File: config.mk
export PLATFORM = sky130hd
export DESIGN_NAME = versa_reset_ctrl
export DESIGN_NICKNAME = d
export VERILOG_FILES = /design/src/rtl/versa_reset_ctrl.sv
export SDC_FILE = /design/constraint.sdc
export NUM_CORES = 1
export LEC_CHECK = 0
export BUFFER_PORTS_ARGS = -buffer_cell sky130_fd_sc_hd__clkbuf_2
export CAP_MARGIN = 40
export CORE_MARGIN = 3
export CORE_UTILIZATION = 51
export DETAILED_ROUTE_END_ITERATION = 10
export PLACE_DENSITY = 0.83
export SETUP_SLACK_MARGIN = 0.02
export SYNTH_ARGS = -nofsm -noshare
export SYNTH_HDL_FRONTEND = slang
export SYNTH_SLANG_ARGS = --single-unit
File: constraint.sdc
create_clock -name clk -period 2.5 [get_ports clk]
set_clock_uncertainty 0.2 [all_clocks]
set_input_delay 0 -clock clk [delete_from_list [all_inputs] [get_ports clk]]
set_output_delay 0 -clock clk [all_outputs]
set_load 0.005 [all_outputs]
File: src/rtl/versa_reset_ctrl.sv
// -----------------------------------------------------------------------------
// versa_reset_ctrl
//
// Reset sequencer for the MSP430 core, driven by the VERSA violation monitors.
// Any violation raises the core reset in the same cycle. The reset is then
// stretched to a minimum length. After release, the controller waits for the
// core to fetch from RESET_HANDLER; if the core does not get there in time, the
// sequence restarts. A sticky cause vector and a saturating trigger counter
// remain readable after recovery for diagnosis.
//
// Ports
//   clk        in   system clock
//   reset_n    in   asynchronous active-low reset (power-on)
//   viol       in   per-monitor violation levels, bit 0 atomicity, 1 irq_dma,
//                   2 rp_gpio, 3 rp_ekey, 4 wp_ekey, 5 wp_ctr
//   pc         in   current program counter of the core
//   cause_clr  in   one-cycle pulse that clears cause (only acted on in IDLE)
//   reset      out  core reset request, active high
//   cause      out  sticky OR of violation bits seen since the last clear
//   viol_cnt   out  saturating count of reset triggers
//   busy       out  high while a reset sequence is in progress
// -----------------------------------------------------------------------------
module versa_reset_ctrl #(
  parameter int          NUM_SRC       = 6,
  parameter int          HOLD_CYCLES   = 4,
  parameter int          WAIT_MAX      = 16,
  parameter logic [15:0] RESET_HANDLER = 16'h0000,
  parameter int          CNT_W         = 8
) (
  input  logic               clk,
  input  logic               reset_n,
  input  logic [NUM_SRC-1:0] viol,
  input  logic [15:0]        pc,
  input  logic               cause_clr,
  output logic               reset,
  output logic [NUM_SRC-1:0] cause,
  output logic [CNT_W-1:0]   viol_cnt,
  output logic               busy
);

  localparam int HOLD_W = (HOLD_CYCLES > 1) ? $clog2(HOLD_CYCLES) : 1;
  localparam int WAIT_W = (WAIT_MAX > 1) ? $clog2(WAIT_MAX) : 1;

  localparam logic [HOLD_W-1:0] HOLD_LOAD = HOLD_W'(HOLD_CYCLES - 1);
  localparam logic [WAIT_W-1:0] WAIT_LOAD = WAIT_W'(WAIT_MAX - 1);
  localparam logic [HOLD_W-1:0] HOLD_ONE  = HOLD_W'(1);
  localparam logic [WAIT_W-1:0] WAIT_ONE  = WAIT_W'(1);

  typedef enum logic [1:0] {
    IDLE    = 2'd0,
    HOLD    = 2'd1,
    WAIT_PC = 2'd2
  } state_t;

  state_t             state;
  logic [HOLD_W-1:0]  hold_cnt;
  logic [WAIT_W-1:0]  wait_cnt;
  logic               any_viol;

  // Counter increment that sticks at all-ones instead of wrapping.
  function automatic logic [CNT_W-1:0] sat_inc(input logic [CNT_W-1:0] v);
    logic [CNT_W-1:0] all_ones;
    all_ones = {CNT_W{1'b1}};
    if (v == all_ones) begin
      sat_inc = v;
    end else begin
      sat_inc = v + CNT_W'(1);
    end
  endfunction

  assign any_viol = |viol;

  // Reset follows the violation inputs with no register in the path, so a
  // monitor firing stops the core in the same cycle. The reset is also held
  // asserted in any state other than IDLE and WAIT_PC, which includes the
  // unused state encoding.
  assign reset = ((state != IDLE) && (state != WAIT_PC)) || any_viol;
  assign busy  = (state != IDLE);

  // Sequencer state, stretch and watchdog counters, and diagnostic registers.
  always_ff @(posedge clk or negedge reset_n) begin
    if (!reset_n) begin
      // Power-on enters HOLD so that the stretch also applies after reset_n.
      // This entry is not a violation and is not counted.
      state    <= HOLD;
      hold_cnt <= HOLD_LOAD;
      wait_cnt <= {WAIT_W{1'b0}};
      cause    <= {NUM_SRC{1'b0}};
      viol_cnt <= {CNT_W{1'b0}};
    end else begin
      case (state)
        IDLE: begin
          if (any_viol) begin
            // A trigger beats a simultaneous clear: the old cause is dropped
            // and only the new sources are kept.
            state    <= HOLD;
            hold_cnt <= HOLD_LOAD;
            cause    <= cause_clr ? viol : (cause | viol);
            viol_cnt <= sat_inc(viol_cnt);
          end else if (cause_clr) begin
            cause <= {NUM_SRC{1'b0}};
          end
        end

        HOLD: begin
          cause <= cause | viol;
          if (hold_cnt == {HOLD_W{1'b0}}) begin
            if (any_viol) begin
              // A persisting violation keeps reset asserted. It is the
              // same event, so it is not counted again.
              hold_cnt <= HOLD_LOAD;
            end else begin
              state    <= WAIT_PC;
              wait_cnt <= WAIT_LOAD;
            end
          end else begin
            hold_cnt <= hold_cnt - HOLD_ONE;
          end
        end

        WAIT_PC: begin
          if (any_viol) begin
            state    <= HOLD;
            hold_cnt <= HOLD_LOAD;
            cause    <= cause | viol;
            viol_cnt <= sat_inc(viol_cnt);
          end else if (pc == RESET_HANDLER) begin
            state <= IDLE;
          end else if (wait_cnt == {WAIT_W{1'b0}}) begin
            // The core failed to re-enter the handler. This restarts the
            // reset and is counted, but no source bit belongs to it.
            state    <= HOLD;
            hold_cnt <= HOLD_LOAD;
            viol_cnt <= sat_inc(viol_cnt);
          end else begin
            wait_cnt <= wait_cnt - WAIT_ONE;
          end
        end

        default: begin
          // Unused encoding: fall back to a fresh reset sequence.
          state    <= HOLD;
          hold_cnt <= HOLD_LOAD;
        end
      endcase
    end
  end

endmodule

# Yosys cells after proc, flatten, opt, wreduce, memory -nomap -nowiden
# Index checks and enable logic that the tools add are counted.
dict set report totals {
  regBits 22
  input_bits 25
  output_inout_bits 16
  wordCells 70
}
dict set report op_classes {
  add_sub_neg 3
  n_eq_ne 15
  n_mux 30
  bitwise_logic 1
  n_reduce_logical 16
}
# op count
set ops {}
lappend ops {{8-bit two-way mux} 5}
lappend ops {{6-bit two-way mux} 4}
lappend ops {{2-bit two-way mux} 11}
lappend ops {{4-bit two-way mux} 5}
lappend ops {{6-bit one-hot mux with 3 select lines} 1}
lappend ops {{16-bit zero test} 1}
lappend ops {{2-bit inequality test, second input constant} 8}
lappend ops {{8-bit one-hot mux with 2 select lines} 1}
lappend ops {{2-bit one-hot mux with 3 select lines} 2}
lappend ops {{3-bit inequality test, second input constant} 3}
lappend ops {{8-bit by 1-bit adder with 8-bit output, second input constant} 1}
lappend ops {{8-bit equality test, second input constant} 1}
lappend ops {{4-bit one-hot mux with 2 select lines} 1}
lappend ops {{4-bit AND reduction} 2}
lappend ops {{6-bit OR} 1}
lappend ops {{6-bit AND reduction} 1}
lappend ops {{2-bit nonzero test} 3}
lappend ops {{6-bit OR reduction} 1}
lappend ops {{2-bit zero test} 2}
lappend ops {{4-bit zero test} 1}
lappend ops {{4-bit inequality test, second input constant} 1}
lappend ops {{4-bit by 1-bit subtractor with 4-bit output, second input constant} 1}
lappend ops {{3-bit AND reduction} 1}
lappend ops {{3-bit nonzero test} 1}
lappend ops {{other kinds (6)} 6}

# Longest topological paths before layout
# Gate-level depths: netlist (run 1).
dict set report logic_depth {
  depth_word 6
  ltp_mapped 8
  ltp_nobuf 7
}

# Least setup slack after synthesis (run 1)
# Ideal clock, no wire load.
dict set report synth_path {
  path_type {register -> register}
  startpoint {reg state[0]}
  endpoint {reg cause[1]}
  setup_ps 123
  arrival_time_ps 1736
  setup_slack_ps 441
  stages_incl_launch_ff 9
  n_path_buf 1
  period_less_slack_ps 2059
  cell_sequence {dfstp_2 > inv_1 > ha_1 > buf_4 > inv_1 > o21ai_0 > a21oi_2 > nand2_1 > o221a_2}
}
dict set report synth_via {
  elab_chain_cells 3
}
# item line
set synth_rtl {}
lappend synth_rtl {{start: declaration} 55} ;# state_t state;
lappend synth_rtl {{start signal: assignment} 85} ;# state <= HOLD;
lappend synth_rtl {{start signal: assignment} 96} ;# state <= HOLD;
lappend synth_rtl {{start signal: assignment} 113} ;# state <= WAIT_PC;
lappend synth_rtl {{2-bit equality test (tied with other cells)} 91} ;# case (state)
lappend synth_rtl {{2-bit inequality test (no source line) (tied with other cells)} -}
lappend synth_rtl {{3-bit AND reduction (no source line)} -}
lappend synth_rtl {{end signal: assignment} 88} ;# cause <= {NUM_SRC{1'b0}};
lappend synth_rtl {{end signal: assignment} 98} ;# cause <= cause_clr ? viol : (cause | viol);
lappend synth_rtl {{end signal: assignment} 101} ;# cause <= {NUM_SRC{1'b0}};
lappend synth_rtl {{end: declaration} 36} ;# output logic [NUM_SRC-1:0] cause,
# Several ways; a longest one is shown, not always the timed one.
# A chain may end at the register's enable or synchronous reset.

# Final worst setup path (run 1)
dict set report layout_path {
  startpoint {reg state[0]}
  endpoint {reg viol_cnt[7]}
}
dict set report layout_via {
  elab_chain_cells 3
}
# item line
set layout_rtl {}
lappend layout_rtl {{2-bit equality test / 2-bit zero test (equally long branches)} 91}
lappend layout_rtl {{3-bit inequality test (no source line) (tied with other cells)} -}
lappend layout_rtl {{4-bit AND reduction (no source line)} -}
lappend layout_rtl {{end signal: assignment} 89} ;# viol_cnt <= {CNT_W{1'b0}};
lappend layout_rtl {{end signal: assignment} 99} ;# viol_cnt <= sat_inc(viol_cnt);
lappend layout_rtl {{end signal: assignment} 126} ;# viol_cnt <= sat_inc(viol_cnt);
lappend layout_rtl {{end: declaration} 37} ;# output logic [CNT_W-1:0] viol_cnt,
# Several ways; a longest one is shown, not always the timed one.

==> results.tsv, run 1 <==
metric	value	unit
status	completed	
root_buffer	clkbuf_4	
dp_cells	193	
hold_viol	0	
cap_viol_max_count	0	
synth.area.mux_share	1.63	%
required	2.55	ns
synthFlopType	dfrtp_1	
syn_to_final_growth	25.9	%
critical_path_class	flip-flop to flip-flop	
die_x	58.1	µm
num_vias	1221	
nets	207	
fin_setup_tns	0	ns
rsz0062_at_grt	false	
cts_resized	0	
dieArea	3370	µm²
synth_xor_xnor_area_share	5.06	%
rrSetupSlack	0.28	ns
htree_levels	1	
cp_data_arrival_time	2.27	ns
synth_top_family_by_area	compound AO/OA/AOI/OAI gates	
antenna_left	0	
slew_viol_final	0	
startpoint_type	flip-flop	
syn_area_per_cell	11.2	µm²
synth_area	1380	µm²
synth_top_area_share	34.4	%
cts_buffers	3	
synth_top_cell_by_area	dfrtp_1	
cts_sinks	22	
holdCritPathClass	input pin to asynchronous set/reset pin	
dpl-instance-area	1610	µm²
synth-compound-area-share	24.1	%
insertion_delay	0.31	ns
grt_max_degree	20	
irDropWorstVdd	0.000846	V
syn-num-nets	155	
cts_tree	built	
synth_fa_ha_area_share	5.42	%
setup_viol	0	
fin_crit_sh	88.8	%
start_util	54.9	%
synth_cell_types	44	
r2r.worst_path.cells	7	
wl_per_cell	16.0	µm
core	2520	µm²
netlist_top_cells_area	dfrtp_1 (34%), dfstp_2 (5.7%), o221a_1 (5.7%), ha_1 (5.4%), xor2_1 (4.4%)	
rows	18	
synth_warnings	0	
grt.overflow.total	0	
place_hpwl	2390	µm
ys_ff_latch	22	
viasPerCell	5.96	
p_leak	0.769	nW
drt-total-wl	3270	µm
drive_gt1_share	36.6	%
regToRegStartpoint	state[0]$_DFFE_PN1P_	
routabilityCongestion	0.831	
firstDrtPassIters	6	
antennaDiodeCount	0	
grt_pass1_wl	5540	µm
ys_seq_area_share	40.1	%
first_iter_violations	34	
tightest_slew	0.857	ns
worst-path-max-fanout	11	
yosys.area_share.simple	20.2	%
synth-edff-count	0	
final_cells	205	
worst_setup_path_end_kind	flip-flop	
max_freq	0.451	GHz
synthArstFlopShare	100	%
r2r-end	viol_cnt[7]$_DFFE_PN0P_	
port_buffers	40	
ios	41	
fp.dieH	58.1	µm
hold_ws	0.00529	ns
finalPower	1.73	mW
track_usage	21.3	%
ctsHoldBuffers	8	
relSlewSlack	42.7	%
pwr_density_cell	991	nW/µm²
period_needed	2.22	ns
postCtsSetupRepairBufs	0	
antenna_found_initial	0	
cts_max_path_buffers	2	
synth_cells	124	
cts.clk_slew.worst_paths	0.13	ns
fin_area	1740	µm²
first_global_vias	1244	
drc	0	
==> Yosys cell counts (2+ instances only) <==
| master | number |
|---|---|
| dfrtp_1 | 19 |
| inv_1 | 8 |
| nor2b_1 | 7 |
| o221a_1 | 7 |
| xor2_1 | 7 |
| ha_1 | 6 |
| nor2_1 | 6 |
| nand2_1 | 5 |
| nand3_1 | 5 |
| nor3_1 | 4 |
| nor4_1 | 4 |
| o21ai_0 | 4 |
| a21oi_1 | 3 |
| dfstp_2 | 3 |
| nand4_1 | 3 |
| a211o_1 | 2 |
| a41oi_1 | 2 |
| and2_1 | 2 |
| o211ai_4 | 2 |
==> layout by cell type (no fill, tap or decap), types with 3 or more instances in the layout <==
cell type       n
dfrtp_1        19
dfstp_2         3
a21oi_1         3
o21ai_0         4
nor4_1          4
nor3_1          4
nand2_1         5
clkbuf_4        3
nand3_1         5
nor2b_1         7
ha_1            6
o221a_1         7
inv_1           8
nor2_1          6
xor2_1          7
dlygate4sd3_1   8
clkbuf_2       40
nand4_1         3
==> cell families after synthesis <==
family                   after synthesis
multiplexers                           2
AND/OR/NAND/NOR                       44
adder cells (fa/ha/maj)                6
XOR/XNOR                               8
buffers and inverters                 10
flip-flops                            22
AO/OA/AOI/OAI                         32
==> power breakdown <==
part / switching (mW) / internal (mW) / leakage, nW
clock network: 0.116 / 0.162 / 0.0279
logic: 0.412 / 0.388 / 0.499
registers: 0.149 / 0.501 / 0.242
==> worst max-delay path by stage <==
stage,end,startpoint
after global placement,viol_cnt[7]$_DFFE_PN0P_,state[0]$_DFFE_PN1P_
after detailed placement,viol_cnt[6]$_DFFE_PN0P_,state[0]$_DFFE_PN1P_
after floorplan,cause[1]$_DFFE_PN0P_,state[0]$_DFFE_PN1P_
after CTS,viol_cnt[6]$_DFFE_PN0P_,state[0]$_DFFE_PN1P_
final,viol_cnt[7]$_DFFE_PN0P_,state[0]$_DFFE_PN1P_
after global routing,viol_cnt[7]$_DFFE_PN0P_,state[0]$_DFFE_PN1P_
==> routing by layer <==
layer  global-route usage, %  part of all wire, %  up-vias
li1                        -                    -      574
met5                       0                    0        -
met1                    26.7                   44      602
met4                    8.28                  1.9        0
met2                    36.1                   50       37
met3                    4.01                  4.4        8
==> state kept, by name (all words and copies together) (netlist names) <==
name and cells:
cause 6, hold_cnt 2, state 2, viol_cnt 8, wait_cnt 4
==> final cells by class <==
| type | count | area (µm²) |
|---|---|---|
| clock buffers | 3 | 22.5 |
| repair buffers | 49 | 288 |
| well taps | 30 | 37.5 |
| fillers | 200 | 779 |
| clock inverters | 1 | 30.0 |
| inverters | 8 | 30.0 |
| flip-flops and latches | 22 | 554 |
| multi-input cells | 92 | 781 |
==> metrics by stage <==
step / util, % / setup slack, ns
2_1_floorplan: - / 0.441
3_3_place_gp: 63.8 / 0.374
3_5_place_dp: 63.8 / 0.278
4_1_cts: 69.1 / 0.255
5_1_grt: 69.1 / 0.0659
6_report: 69.1 / 0.281
==> critical path, stage by stage, from the launching register on <==
cell and delay [ns]:
dfstp_2 0.41, inv_1 0.08, ha_1 0.45, inv_1 0.17, a2bb2oi_1 0.28, o211ai_4 0.17, nor3_1 0.23, xor2_1 0.16
Power figures use the tool's default switching activity.
==> inputs of run 2 (changes only) <==
Settings changed: CTS_CLUSTER_DIAMETER set to 200, RECOVER_POWER set to 50.
==> run 2 against run 1 <==
Against the previous run: power decreased by 0.71%; via count about the same; combinational power decreased by 1%; critical path type unchanged; largest cell class unchanged.
==> results.tsv, run 2 (same netlist as run 1, synthesis figures left out) <==
metric	value	unit	change
holdCritPathClass	input pin to flip-flop		
cts.clk_slew.worst_paths	0.13	ns	about the same
postCtsSetupRepairBufs	0		unchanged
fin_setup_tns	0	ns	unchanged
final_cell_mix	clkbuf_2 (33), dfrtp_1 (19), inv_1 (8), dlygate4sd3_1 (8)		
grt_pass1_wl	5540	µm	unchanged
num_vias	1220		-0.082%
fp.dieH	58.1	µm	unchanged
slew_viol_final	0		unchanged
regToRegStartpoint	state[0]$_DFFE_PN1P_		
final_cells	205		unchanged
startpoint	state[0]$_DFFE_PN1P_		
regMostFlops	viol_cnt		
cap_viol_max_count	0		unchanged
status	completed		
dieArea	3370	µm²	unchanged
start_util	54.9	%	unchanged
die_x	58.1	µm	unchanged
relSlewSlack	42.8	%	+0.12 points
cts_tree	built		
hold_viol	0		unchanged
fin_crit_sh	89.9	%	+1.2 points
reg_top3	viol_cnt x8, cause x6, wait_cnt x4		
cts_resized	0		unchanged
cts_buffers	3		unchanged
startpoint_type	flip-flop		
drt-total-wl	3270	µm	about the same
worst-path-max-fanout	11		unchanged
core	2520	µm²	unchanged
first_global_vias	1244		unchanged
root_buffer	clkbuf_4		
cp_data_arrival_time	2.26	ns	about the same
worst_setup_path_end_kind	flip-flop		
ctsHoldBuffers	8		unchanged
min_from	cause_clr		
viasPerCell	5.95		about the same
cts_max_path_buffers	2		unchanged
firstDrtPassIters	6		unchanged
ios	41		unchanged
grt_max_degree	20		unchanged
first_iter_violations	33		-2.9%
routabilityCongestion	0.831		unchanged
pwr_density_cell	989	nW/µm²	-0.21%
final_common_cell	clkbuf_2		
required	2.51	ns	-0.04 ns
antenna_found_initial	0		unchanged
rsz0062_at_grt	false		
irDropWorstVdd	0.000830	V	-1.9%
nets	207		unchanged
tightest_slew	0.855	ns	-0.00185 ns
port_buffers	40		unchanged
drive_gt1_share	32.0	%	-4.6 points
largest_reg_flops	8		unchanged
cts_sinks	22		unchanged
insertion_delay	0.31	ns	about the same
wl_per_cell	16.0	µm	about the same
p_leak	0.748	nW	-2.8%
track_usage	21.3	%	unchanged
dp_cells	193		unchanged
antenna_left	0		unchanged
critical_path_class	flip-flop to flip-flop		
drc	0		unchanged
syn_to_final_growth	25.3	%	
period_needed	2.25	ns	+0.0294 ns
antennaDiodeCount	0		unchanged
max_freq	0.445	GHz	-1.3%
setup_viol	0		unchanged
grt.overflow.total	0		unchanged
htree_levels	1		unchanged
rows	18		unchanged
place_hpwl	2390	µm	unchanged
[run 2: changes by cell type in the layout (fill, tap and decap cells not counted)]
cell	delta
dfstp_2	-1
clkbuf_2	-7
clkbuf_1	+7
dfstp_1	+1
[run 2: critical path, stage by stage (launching register included)]
cell and delay (ns):
dfstp_1 0.59, inv_1 0.08, ha_1 0.37, a2111oi_4 0.53
nor2b_1 0.13, o221a_1 0.25
[run 2: routing by layer]
metal,share of wire [%],vias to the layer above,global-route usage [%]
met5,0,-,0
met4,1.9,0,8.28
met3,4.2,8,4.01
met2,50,37,36.1
met1,44,601,26.7
li1,-,574,-
[run 2: area by class of cell]
type                       count  area [µm²]
timing repair buffer          49         279
fill                         205         788
clock buffer                   3        22.5
tap                           30        37.5
clock inverter                 1        30.0
multi-input combinational     92         781
sequential                    22         554
inverter                       8        30.0
[run 2: stage by stage]
step           setup WS (ns)  util (%)  power, mW  hold WS [ns]  area (µm²)
3_5_place_dp           0.278      63.8       1.44        -0.192        1610
6_report               0.252      68.8       1.71        0.0735        1730
5_1_grt               0.0356      68.8       1.84        0.0929        1730
2_1_floorplan          0.441         -       1.18        -0.496        1380
3_3_place_gp           0.374      63.8       1.40        -0.199        1610
4_1_cts                0.255      69.1       1.73        0.0106        1740
[run 2: final timing paths]
path	depth (start not counted)	slack, ns	endpoint
worst min-delay path	5	0.07	cause[5]$_DFFE_PN0P_
worst max-delay path	5	0.25	cause[3]$_DFFE_PN0P_
max in group asynchronous	3	0.73	viol_cnt[7]$_DFFE_PN0P_
worst min register to register	1	0.32	viol_cnt[7]$_DFFE_PN0P_
worst max register to register	5	0.25	cause[3]$_DFFE_PN0P_
min in group asynchronous	2	0.09	hold_cnt[1]$_DFFE_PN1P_
[run 2: power by group]
| part | switching [mW] | internal [mW] | total [mW] |
|---|---|---|---|
| registers | 0.148 | 0.498 | 0.647 |
| logic | 0.412 | 0.378 | 0.790 |
| clock network | 0.116 | 0.162 | 0.278 |
| total | 0.676 | 1.04 | 1.71 |
==> inputs of run 3 (changes only) <==
Settings changed: CORE_UTILIZATION 51 to 40, PLACE_DENSITY 0.83 to 0.68.
==> run 3 against run 2 <==
Against the previous run: cell area rose by 1.0%; fmax increased by 3.5%; clock-buffer cell count is the same; worst hold slack gained 0.0049 ns; global-route usage down 6.1 points; cell count is 6.3% higher; sequential power hardly changed; worst setup slack improved by 0.076 ns; highest routed layer unchanged.
==> results.tsv, run 3 (same netlist as run 1, synthesis figures left out) <==
metric	value	unit	change
antennaDiodeCount	0		unchanged
drt-total-wl	3050	µm	-6.8%
regMostFlops	viol_cnt		
rsz0062_at_grt	false		
insertion_delay	0.31	ns	about the same
root_buffer	clkbuf_4		
multi_input_area	783	µm²	+0.32%
final_common_cell	clkbuf_2		
irDropWorstVdd	0.000519	V	-38%
place_hpwl	2440	µm	+1.9%
die_x	64.8	µm	+12%
nets	206		-0.48%
slew_viol_final	0		unchanged
wl_met3	132	µm	-4.3%
hold_ws	0.0784	ns	+0.00494 ns
firstDrtPassIters	4		-2
htree_levels	1		unchanged
grt.overflow.total	0		unchanged
cts.clk_slew.worst_paths	0.12	ns	about the same
cts_buffers	3		unchanged
required	2.50	ns	about the same
antenna_found_initial	0		unchanged
ios	41		unchanged
cts_tree	built		
grt_max_degree	23		+15%
startpoint_type	flip-flop		
fin_crit_sh	86.9	%	-3.0 points
track_usage	15.2	%	-6.1 points
fp.dieH	64.8	µm	+12%
wl_per_cell	14.0	µm	-12%
fillers	287		+40%
fin_setup_tns	0	ns	unchanged
reg_top3	viol_cnt x8, cause x6, wait_cnt x4		
cp_data_arrival_time	2.17	ns	-0.09 ns
cap_viol_max_count	0		unchanged
holdCritPathClass	input pin to flip-flop		
top_layer	met4		
drive_gt1_share	36.8	%	+4.8 points
num_vias	1149		-5.8%
first_iter_violations	23		-30%
antenna_left	0		unchanged
tightest_slew	1.17	ns	+0.317 ns
syn_to_final_growth	26.6	%	
dieArea	4200	µm²	+25%
setup_viol	0		unchanged
postCtsSetupRepairBufs	0		unchanged
drt-met1-wl	1390	µm	-3.8%
viasPerCell	5.27		-11%
met2_wirelength	1490	µm	-8.4%
finalPower	1.71	mW	-0.21%
seq_area	554	µm²	unchanged
first_global_vias	1111		-11%
port_buffers	40		unchanged
largest_reg_flops	8		unchanged
grt_pass1_wl	5020	µm	-9.3%
drc	0		unchanged
hold_viol	0		unchanged
core	3180	µm²	+26%
routabilityCongestion	0.795		-4.4%
worst_setup_path_end_kind	flip-flop		
critical_path_class	flip-flop to flip-flop		
final_cell_mix	clkbuf_2 (39), dfrtp_1 (19), inv_1 (8)		
status	completed		
worst-path-max-fanout	9		-2
cts_max_path_buffers	2		unchanged
pwr_density_cell	977	nW/µm²	-1.2%
period_needed	2.17	ns	-0.0758 ns
start_util	43.5	%	-11 points
rows	20		+2
relSlewSlack	21.9	%	-21 points
max_freq	0.460	GHz	+3.5%
p_leak	0.760	nW	+1.6%
cts_sinks	22		unchanged
startpoint	wait_cnt[0]$_DFFE_PN0P_		
regToRegStartpoint	wait_cnt[0]$_DFFE_PN0P_		
min_from	cause_clr		
[run 3: stage by stage]
step	utilization [%]	worst slack, ns	instances	instance area (µm²)
after floorplan	-	0.441	124	1380
after global placement	51.2	0.244	207	1630
after detailed placement	51.2	0.170	207	1630
after CTS	55.1	0.129	218	1750
after global routing	55.1	0.180	218	1750
final	55.1	0.327	218	1750
[run 3: repair_timing]
| action | CTS | global route |
|---|---|---|
| hold endpoints to repair | 28 | 0 |
| endpoints found under the setup margin | 0 | 1 |
| resized for setup | 0 | 1 |
| hold buffers | 7 | 0 |
[run 3: final cells by class]
class | instances | area share (%)
Inverter | 8 | 1.71
Timing Repair Buffer | 48 | 15.8
Clock buffer | 3 | 1.29
Tap cell | 44 | 3.14
Sequential cell | 22 | 31.6
Multi-Input combinational cell | 92 | 44.7
Clock inverter | 1 | 1.71
[run 3: path summary, 6_finish.rpt]
kind | cells past startpoint | slack (ns) | to
setup / recovery | 7 | 0.33 | wait_cnt[0]$_DFFE_PN0P_
hold / removal | 5 | 0.08 | cause[5]$_DFFE_PN0P_
setup reg to reg | 7 | 0.33 | wait_cnt[0]$_DFFE_PN0P_
hold reg to reg | 1 | 0.31 | viol_cnt[6]$_DFFE_PN0P_
max in group asynchronous | 2 | 1.17 | cause[3]$_DFFE_PN0P_
min in group asynchronous | 2 | 0.24 | viol_cnt[6]$_DFFE_PN0P_
[run 3: critical path: stages (launching register included)]
cell     delay, ns
dfrtp_1       0.42
inv_1         0.09
ha_1          0.19
or3b_4        0.42
nand4_2       0.18
nor2_4        0.09
o21a_2        0.23
o221a_1       0.25
[run 3: report_power, final]
part,switching [mW],leakage [nW],total (mW),internal [mW]
sequential,0.150,0.242,0.650,0.501
clock,0.107,0.0279,0.269,0.162
combinational,0.404,0.490,0.791,0.387
total,0.661,0.760,1.71,1.05
[run 3: metal layers]
metal,vias up,GRT usage [%]
met5,-,0
met4,0,3.96
met3,4,4.33
met2,24,25.2
met1,551,19.5
li1,570,-
